`config.mk`:
```
export PLATFORM = sky130hd
export DESIGN_NAME = move_fetch
export DESIGN_NICKNAME = d
export VERILOG_FILES = /design/src/rtl/vchess_pkg.sv /design/src/rtl/move_fetch_fifo.sv /design/src/rtl/move_fetch.sv
export SDC_FILE = /design/constraint.sdc
export NUM_CORES = 1
export LEC_CHECK = 0
export ABC_AREA = 1
export ABC_CLOCK_PERIOD_IN_PS = 37800
export CORE_ASPECT_RATIO = 2
export CORE_MARGIN = 4
export CORE_UTILIZATION = 49
export CTS_CLUSTER_DIAMETER = 150
export DETAILED_ROUTE_END_ITERATION = 10
export PLACE_DENSITY = 0.8
export SLEW_MARGIN = 20
export SYNTH_ARGS = -nofsm -noshare
export SYNTH_HDL_FRONTEND = slang
export SYNTH_SLANG_ARGS = --single-unit
```
`constraint.sdc`:
```
create_clock -name clk -period 37.8 [get_ports clk]
set_input_delay 11.34 -clock clk [delete_from_list [all_inputs] [get_ports clk]]
set_output_delay 11.34 -clock clk [all_outputs]
set_load 0.01 [all_outputs]
```
`src/rtl/vchess_pkg.sv`:
```
// Shared types and constants for the move-generator readout path.
// Default widths come from the PIECE_BITS / MAX_POSITIONS macros when the build defines them.
`ifndef PIECE_BITS
`define PIECE_BITS 4
`endif
`ifndef MAX_POSITIONS
`define MAX_POSITIONS 64
`endif

package vchess_pkg;

    localparam int PIECE_BITS_DEF    = `PIECE_BITS;
    localparam int BOARD_WIDTH_DEF   = PIECE_BITS_DEF * 64;
    localparam int MAX_POSITIONS_DEF = `MAX_POSITIONS;

    // RAM entry layout: {en_passant_col[3:0], castle_mask[3:0], white_to_move, board}
    localparam int ENTRY_META_BITS = 9;

    typedef enum logic [2:0] {
        IDLE,
        FETCH,
        DRAIN,
        CLEAR,
        WAIT_LOW
    } fetch_state_t;

    function automatic int entry_width(input int board_width);
        return board_width + ENTRY_META_BITS;
    endfunction

endpackage

```
`src/rtl/move_fetch_fifo.sv`:
```
// Two-entry synchronous FIFO holding fetched positions with their index/last tags.
// Flush empties it in one cycle; stored data is left in place and only the pointers move.
module move_fetch_fifo #(
    parameter int WIDTH = 8
) (
    input  logic             clk,
    input  logic             reset,
    input  logic             flush,
    input  logic             push,
    input  logic [WIDTH-1:0] push_data,
    input  logic             pop,
    output logic [WIDTH-1:0] head,
    output logic [1:0]       count
);

    logic [WIDTH-1:0] mem [2];
    logic             wr_ptr;
    logic             rd_ptr;
    logic             do_push;
    logic             do_pop;

    // A full FIFO still accepts a push when the head leaves in the same cycle.
    always_comb begin
        do_pop  = pop && (count != 2'd0);
        do_push = push && ((count != 2'd2) || do_pop);
    end

    always_ff @(posedge clk) begin
        if (reset || flush) begin
            wr_ptr <= 1'b0;
            rd_ptr <= 1'b0;
            count  <= 2'd0;
        end else begin
            if (do_push) begin
                wr_ptr <= ~wr_ptr;
            end
            if (do_pop) begin
                rd_ptr <= ~rd_ptr;
            end
            count <= count + {1'b0, do_push} - {1'b0, do_pop};
        end
    end

    always_ff @(posedge clk) begin
        if (do_push && !reset && !flush) begin
            mem[wr_ptr] <= push_data;
        end
    end

    assign head = mem[rd_ptr];

endmodule

```
`src/rtl/move_fetch.sv`:
```
// Walks the move-generator result RAM and streams each position downstream, then releases the generator.
// Optional MOVE_FETCH_STATS_EN adds stall_cycles / seq_count counters.
module move_fetch
    import vchess_pkg::*;
#(
    parameter int PIECE_WIDTH        = PIECE_BITS_DEF,
    parameter int BOARD_WIDTH        = PIECE_WIDTH * 64,
    parameter int MAX_POSITIONS      = MAX_POSITIONS_DEF,
    parameter int MAX_POSITIONS_LOG2 = $clog2(MAX_POSITIONS)
) (
    input  logic                          clk,
    input  logic                          reset,
    input  logic                          enable,
    input  logic                          abort,
    input  logic                          moves_ready,
    input  logic [MAX_POSITIONS_LOG2-1:0] move_count,
    input  logic [BOARD_WIDTH-1:0]        gen_board,
    input  logic                          gen_white_to_move,
    input  logic [3:0]                    gen_castle_mask,
    input  logic [3:0]                    gen_en_passant_col,
    output logic [MAX_POSITIONS_LOG2-1:0] move_index,
    output logic                          clear_moves,
    output logic                          out_valid,
    input  logic                          out_ready,
    output logic [BOARD_WIDTH-1:0]        out_board,
    output logic                          out_white_to_move,
    output logic [3:0]                    out_castle_mask,
    output logic [3:0]                    out_en_passant_col,
    output logic [MAX_POSITIONS_LOG2-1:0] out_index,
    output logic                          out_last,
    output logic                          no_moves,
    output logic                          busy
`ifdef MOVE_FETCH_STATS_EN
    ,
    output logic [31:0]                   stall_cycles,
    output logic [15:0]                   seq_count
`endif
);

    localparam int ENTRY_WIDTH = entry_width(BOARD_WIDTH);
    localparam int FIFO_WIDTH  = ENTRY_WIDTH + MAX_POSITIONS_LOG2 + 1;
    localparam logic [MAX_POSITIONS_LOG2-1:0] IDX_ONE = 1;

    fetch_state_t                  state;
    fetch_state_t                  state_next;
    logic [MAX_POSITIONS_LOG2-1:0] cnt;
    logic [MAX_POSITIONS_LOG2-1:0] rd_ptr;
    logic [MAX_POSITIONS_LOG2-1:0] last_idx;
    logic                          inflight;
    logic                          start;
    logic                          issue;
    logic                          flush;
    logic                          push;
    logic                          pop;
    logic [2:0]                    occ_after_pop;
    logic [1:0]                    fifo_count;
    logic [FIFO_WIDTH-1:0]         fifo_head;
    logic [FIFO_WIDTH-1:0]         push_data;

    // Credits count the head leaving this cycle, so a steady pop lets a new read issue every cycle.
    always_comb begin
        start         = enable && moves_ready;
        last_idx      = cnt - IDX_ONE;
        pop           = out_valid && out_ready;
        occ_after_pop = {1'b0, fifo_count} + {2'b00, inflight} - {2'b00, pop};
        flush         = abort && ((state == FETCH) || (state == DRAIN));
        issue         = (state == FETCH) && !abort && (rd_ptr < cnt) && (occ_after_pop < 3'd2);
        push          = inflight && !flush;
        push_data     = {gen_en_passant_col, gen_castle_mask, gen_white_to_move, gen_board,
                         move_index, (move_index == last_idx)};
    end

    always_comb begin
        state_next  = state;
        clear_moves = 1'b0;
        no_moves    = 1'b0;
        busy        = (state != IDLE);
        case (state)
            IDLE: begin
                if (start) begin
                    if (move_count == '0) begin
                        no_moves   = 1'b1;
                        state_next = CLEAR;
                    end else begin
                        state_next = FETCH;
                    end
                end
            end
            FETCH: begin
                if (abort) begin
                    state_next = CLEAR;
                end else if (issue && (rd_ptr == last_idx)) begin
                    state_next = DRAIN;
                end
            end
            DRAIN: begin
                if (abort || ((fifo_count == 2'd0) && !inflight)) begin
                    state_next = CLEAR;
                end
            end
            CLEAR: begin
                clear_moves = 1'b1;
                state_next  = WAIT_LOW;
            end
            WAIT_LOW: begin
                if (!moves_ready) begin
                    state_next = IDLE;
                end
            end
            default: state_next = IDLE;
        endcase
    end

    // The RAM answers the cycle after move_index updates, so inflight simply trails issue by one cycle.
    always_ff @(posedge clk) begin
        if (reset) begin
            state      <= IDLE;
            cnt        <= '0;
            rd_ptr     <= '0;
            move_index <= '0;
            inflight   <= 1'b0;
        end else begin
            state    <= state_next;
            inflight <= issue;
            if ((state == IDLE) && start) begin
                cnt    <= move_count;
                rd_ptr <= '0;
            end else if (issue) begin
                move_index <= rd_ptr;
                rd_ptr     <= rd_ptr + IDX_ONE;
            end
        end
    end

    move_fetch_fifo #(
        .WIDTH (FIFO_WIDTH)
    ) u_fifo (
        .clk       (clk),
        .reset     (reset),
        .flush     (flush),
        .push      (push),
        .push_data (push_data),
        .pop       (pop),
        .head      (fifo_head),
        .count     (fifo_count)
    );

    assign out_valid = (fifo_count != 2'd0);

    // Head fields are forced to zero while empty so stale FIFO contents never reach the stream.
    always_comb begin
        {out_en_passant_col, out_castle_mask, out_white_to_move, out_board, out_index, out_last} =
            out_valid ? fifo_head : '0;
    end

`ifdef MOVE_FETCH_STATS_EN
    always_ff @(posedge clk) begin
        if (reset) begin
            stall_cycles <= '0;
            seq_count    <= '0;
        end else begin
            if ((state == IDLE) && start) begin
                stall_cycles <= '0;
            end else if (out_valid && !out_ready && (stall_cycles != '1)) begin
                stall_cycles <= stall_cycles + 32'd1;
            end
            if (state == CLEAR) begin
                seq_count <= seq_count + 16'd1;
            end
        end
    end
`endif

endmodule

```
; ---- After elaboration in Yosys (flattened, before gate mapping)
; Memory sizes are Yosys's and may differ from the RTL's. A register that Yosys moved wholly into a read port is not among the register bits.
; Cells that the tools add are included.
[totals]
regBits = 26
latchBits = 0
ramBits = 544
rom_bits = 0
input_bits = 277
wordCells = 77
mem_count = 1
[op_classes]
n_addsub = 6
n_mul = 0
div_mod_pow = 0
magnitude_cmp = 2
n_eq_ne = 11
n_shift = 0
n_mux = 16
bitwise = 3
n_reduce_logical = 30
[memory_table]
columns = memory, words, word_bits, read_ports, rd_clocked_by_memory_dff, wr, line_no
row1 = u_fifo.mem, 2, 272, 1, 1, 1, move_fetch_fifo.sv:16  ; logic [WIDTH-1:0] mem [2];
[op_table]
columns = op, count
row1 = $mux 272, 1
row2 = $mux 3, 5
row3 = $pmux 3 s5, 1
row4 = $logic_and 1x1->1, 14
row5 = $eq 6x6->1, 2
row6 = $mux 1, 8
row7 = $add 6x1->6 const B, 1
row8 = $eq 3x2->1 const B, 2
row9 = $logic_not 6->1, 1
row10 = $lt 6x6->1, 1
row11 = $ne 2x2->1 const B, 3
row12 = $sub 6x1->6 const B, 1
row13 = $logic_not 1->1, 4
row14 = $logic_or 1x1->1, 4
row15 = $reduce_and 4->1, 1
row16 = $add 2x1->3, 1
row17 = $eq 3x1->1 const B, 1
row18 = $eq 3x3->1 const B, 1
row19 = $logic_not 3->1, 1
row20 = $lt 3x2->1 const B, 1
row21 = $ne 3x2->1 const B, 1
row22 = $not 1->1, 3
row23 = $reduce_bool 3->1, 1
row24 = $sub 3x1->3, 1
row25 = other kinds (8), 8

; ---- Logic depth before layout (Yosys ltp)
[depth]
word_depth = 10
depth_mapped = 21
depth_no_buf = 20

; ---- Hierarchy
; Synthesis repeated with hierarchy kept, for this count alone.
[unflattened]
cells_unflattened = 1694
hier_area_um2 = 23884.2
[by_module_without_submodules]
columns = module, n_inst, cells_per_inst, area_each_um2, seq_area_each_um2
row1 = move_fetch_fifo, 1, 889, 20199.4, 16435.8
row2 = move_fetch, 1, 805, 3684.8, 440.4

; ---- Worst setup path after synthesis
; No wires, ideal clock.
[synth_timing]
path_kind = input-to-reg
start = in abort
end = mem u_fifo.mem[1][0] in the netlist's numbering, enable pin
setup_time_ps = 1238
arrival_time_ps = 29938
required_ps = 36562
slack_ps = 6624
path_stages = 5
path_buffers = 0
cell_sequence = inv_1 > nor2_1 > inv_1 > nand3_1 > nor3_1
[synth_via]
elab_chain_cells = 8
[synth_rtl]
columns = item, line_no
row1 = start: declaration, move_fetch.sv:14  ; input logic abort,
row2 = $logic_and 1x1->1 *, move_fetch.sv:66  ; flush = abort && ((state == FETCH) || (state == DRAIN));
row3 = $logic_not 1->1 *, "move_fetch_fifo.sv:45, move_fetch.sv:68"
row4 = $logic_and 1x1->1, move_fetch.sv:68  ; push = inflight && !flush;
row5 = $logic_and 1x1->1, move_fetch_fifo.sv:25  ; do_push = push && ((count != 2'd2) || do_pop);
row6 = $logic_and 1x1->1, move_fetch_fifo.sv:45  ; if (do_push && !reset && !flush) begin
row7 = $logic_and 1x1->1 *, move_fetch_fifo.sv:45
row8 = $mux 1 *, move_fetch_fifo.sv:45
row9 = $mux 1 (implied by the code) *, move_fetch_fifo.sv:46  ; mem[wr_ptr] <= push_data;
row10 = end: declaration, move_fetch_fifo.sv:16
; Every way passes the cells marked *; elsewhere a longest branch is shown, timed or not.

; ---- Final worst setup path
[layout_timing]
start = in move_count[2]
end = out no_moves
[layout_via]
elab_chain_cells = 4
[layout_rtl]
columns = item, line_no
row1 = start: declaration, move_fetch.sv:16  ; input logic [MAX_POSITIONS_LOG2-1:0] move_count,
row2 = $logic_not 6->1, move_fetch.sv:81  ; if (move_count == '0) begin
row3 = $mux 1, move_fetch.sv:81
row4 = $mux 1, move_fetch.sv:80  ; if (start) begin
row5 = $mux 1, move_fetch.sv:78  ; case (state)
row6 = end: declaration, move_fetch.sv:31  ; output logic no_moves,
; Every way passes these cells.

==> out/results.ini <==
[worst_setup_path]
required_ns = 26.46
path_class = in -> out
critPathMaxStageDelay_ns = 0.56
cp-end-kind = output port
cp_max_fo = 2
critPathArrivalTime_ns = 13.00
crit_top_cell = clkdlybuf4s50_1
cp_slowest_cell = clkdlybuf4s50_1
worstSetupStartpointType = primary input
r2r.worst_path.cells = 19
path_cells = clkdlybuf4s50_1 > nor4_1 > nand3_1 > nor2_1 > clkdlybuf4s50_1

[sta]
relSlewSlack_pct = 29.6
period_minus_slack_ns = 24.34
setup_violations = 0
fin_skew_ns = 0.0165
worstMarginPinSlew_ns = 1.06
rsz0062_at_grt = false
period_share_pct = 64.4
setup_tns_ns = 0
max_freq_ghz = 0.0411
final_hold_viol_count = 0
drv_slew = 0

[hold_path]
worstHoldPathCells = 2
worstHoldPathType = reg -> reg

[clocking]
cts.sinks = 571
cts_buffer_depth = 3
clkLatencyLatePin_ns = 0.57
path_clk_slew_ns = 0.07
ctsResizeCount = 0
cts_tree = yes
htreeDepth = 2
cts_buffers = 48
cts_setup_buffers = 0
cts_root_buf = clkbuf_16
holdBufCountCts = 0

[floorplan]
ios = 559
die_area_mm2 = 0.0482
rows = 109
core_area_mm2 = 0.0442
die_x_um = 157
initial_core_util_pct = 49.4
die_y_um = 306

[detailed_routing]
first_iter_violations = 1231
drt-pass1-iter-count = 6
wire_per_inst_um = 21.3
drc = 0
viasPerCell = 5.34
ant_nets = 0
wirelength_um = 60300
vias = 15100

[synthesis]
synth_nets = 1990
synth-main-ff-cell = edfxtp_1
netlist_instances = 1701
yosysMostFrequentCell = nand2_1
synth_area_per_cell_um2 = 12.8
synth_cell_types = 35
synth_common_cells = nand2_1, edfxtp_1, a21oi_1, clkbuf_1, inv_1
synthArstFlopShare_pct = 0
synthesis.area_mm2 = 0.0218
yosysTopAreaCell = edfxtp_1
synth.top_cell.area_share_pct = 74.8
ys_ff_latch = 571
synth_area_leaders = edfxtp_1, nand2_1, a21oi_1, dfxtp_1, clkbuf_1
yosysSeqAreaShare_pct = 77.3
ys.warnings.count = 0
synth_edf_count = 544

[layout]
seq_area_mm2 = 0.0169
finalNetCount = 2510
nFillCells = 3085
drive_above_1_share_pct = 4.60
multi_input_area_mm2 = 0.00435
area_growth_pct = 35.0

[global_route]
antenna_found_initial = 22
gr-usage-all-layers_pct = 23.5
grtUsageMet2_pct = 40.9
met3_usage_pct = 6.62
grt_remaining_overflow = 0
grt-busiest-layer = met2
grt_pass1_vias = 15300
grt_max_degree = 198
grt_pass1_wl_um = 87100
use_met1_pct = 25.2

[place]
portBuffers = 558
gp_congestion = 0.872
hpwlAfterDp_um = 39400

[pwr]
power_leakage_nw = 10.1
p_per_area_mw_per_mm2 = 50.8
ir_drop_v = 0.0000561
finalPower_mw = 1.50

[run_status]
outcome = completed

[job]
max-cap-violations = 0

[through the flow]
step                setup WS [ns]  instance area, um^2  instances  hold WS (ns)  utilization, %
finish                      13.46                29500       2836         0.489            66.7
global route                13.34                29500       2832         0.521            66.7
CTS                         13.47                29300       2813         0.481            66.4
detailed placement          13.48                27800       2723         0.471            62.9
global placement            13.52                27800       2723         0.452            62.9
floorplan                    6.62                21800       1701         0.445               -
[final timing paths]
kind / end / startpoint / slack (ns)
worst max-delay path: no_moves / move_count[2] / 13.46
worst min-delay path: u_fifo.wr_ptr / u_fifo.wr_ptr / 0.49
worst max register to register: state[0] / u_fifo.count[1] / 34.28
worst min register to register: u_fifo.wr_ptr / u_fifo.wr_ptr / 0.49
[cell families (layout without fill, tap and decap cells)]
| logic type | count (synthesis) | after routing | synth area share (%) |
|---|---|---|---|
| AOI/OAI and AO/OA | 316 | 316 | 7.34 |
| xor gates and xnor gates | 8 | 8 | 0.321 |
| adders and majority gates | 12 | 12 | 0.722 |
| buffers and inverters | 147 | 707 | 2.84 |
| DFF | 571 | 571 | 77.3 |
| other | 0 | 20 | 0 |
| and+or+nand+nor | 647 | 647 | 11.5 |
[routing by layer]
metal / vias up / wire length [um]
met5: - / 41
met4: 6 / 3570
met3: 163 / 5060
met2: 686 / 31200
met1: 7278 / 20400
li1: 7007 / -
[report_power, final]
group / switching, mW / internal [mW] / total, mW / leakage (nW)
logic: 0.164 / 0.135 / 0.299 / 4.25
registers: 0.00809 / 0.701 / 0.710 / 5.12
clock network: 0.220 / 0.267 / 0.487 / 0.745
[worst max-delay path: cells and delay by family]
kind          cells  cell delay (ns)
buf+inv           2             0.98
simple gates      3             0.68
[final cells by class]
cell class | instances | share of cell area (%)
flip-flops and latches | 571 | 57.3
inverters | 47 | 0.649
diodes | 20 | 0.170
clock buffers | 64 | 4.46
well taps | 555 | 2.36
multi-input cells | 983 | 14.7
clock inverters | 26 | 0.781
repair buffers | 570 | 19.6
[flip-flops by register name (all words and copies together) (netlist names), named ones only]
name / flops
state: 3
inflight: 1
rd_ptr: 6
u_fifo.wr_ptr: 1
cnt: 6
u_fifo.mem: 544
u_fifo.rd_ptr: 1
u_fifo.count: 2
move_index: 6
[cell usage in the layout, fill, tap and decap left out, drive strengths merged]
| cell | synthesis | layout |
|---|---|---|
| o21ai | 16 | 16 |
| xor2 | 5 | 5 |
| clkinvlp | 0 | 5 |
| fa | 1 | 1 |
| xnor2 | 3 | 3 |
| nor2 | 24 | 24 |
| o211ai | 2 | 2 |
| or2 | 1 | 1 |
| nor3b | 1 | 1 |
| clkbuf | 50 | 64 |
| nand4 | 3 | 3 |
| nor4 | 1 | 1 |
| o31ai | 1 | 1 |
| ha | 11 | 11 |
| edfxtp | 544 | 544 |
| buf | 50 | 12 |
| clkinv | 1 | 17 |
| o221ai | 1 | 1 |
| nand3 | 21 | 21 |
| nand2 | 592 | 592 |
| a21oi | 294 | 294 |
| a211oi | 2 | 2 |
| diode | 0 | 20 |
| clkdlybuf4s50 | 0 | 558 |
| bufinv | 0 | 3 |
| nor3 | 4 | 4 |
| dfxtp | 27 | 27 |
| inv | 46 | 48 |
Power figures use the tool's default switching activity.
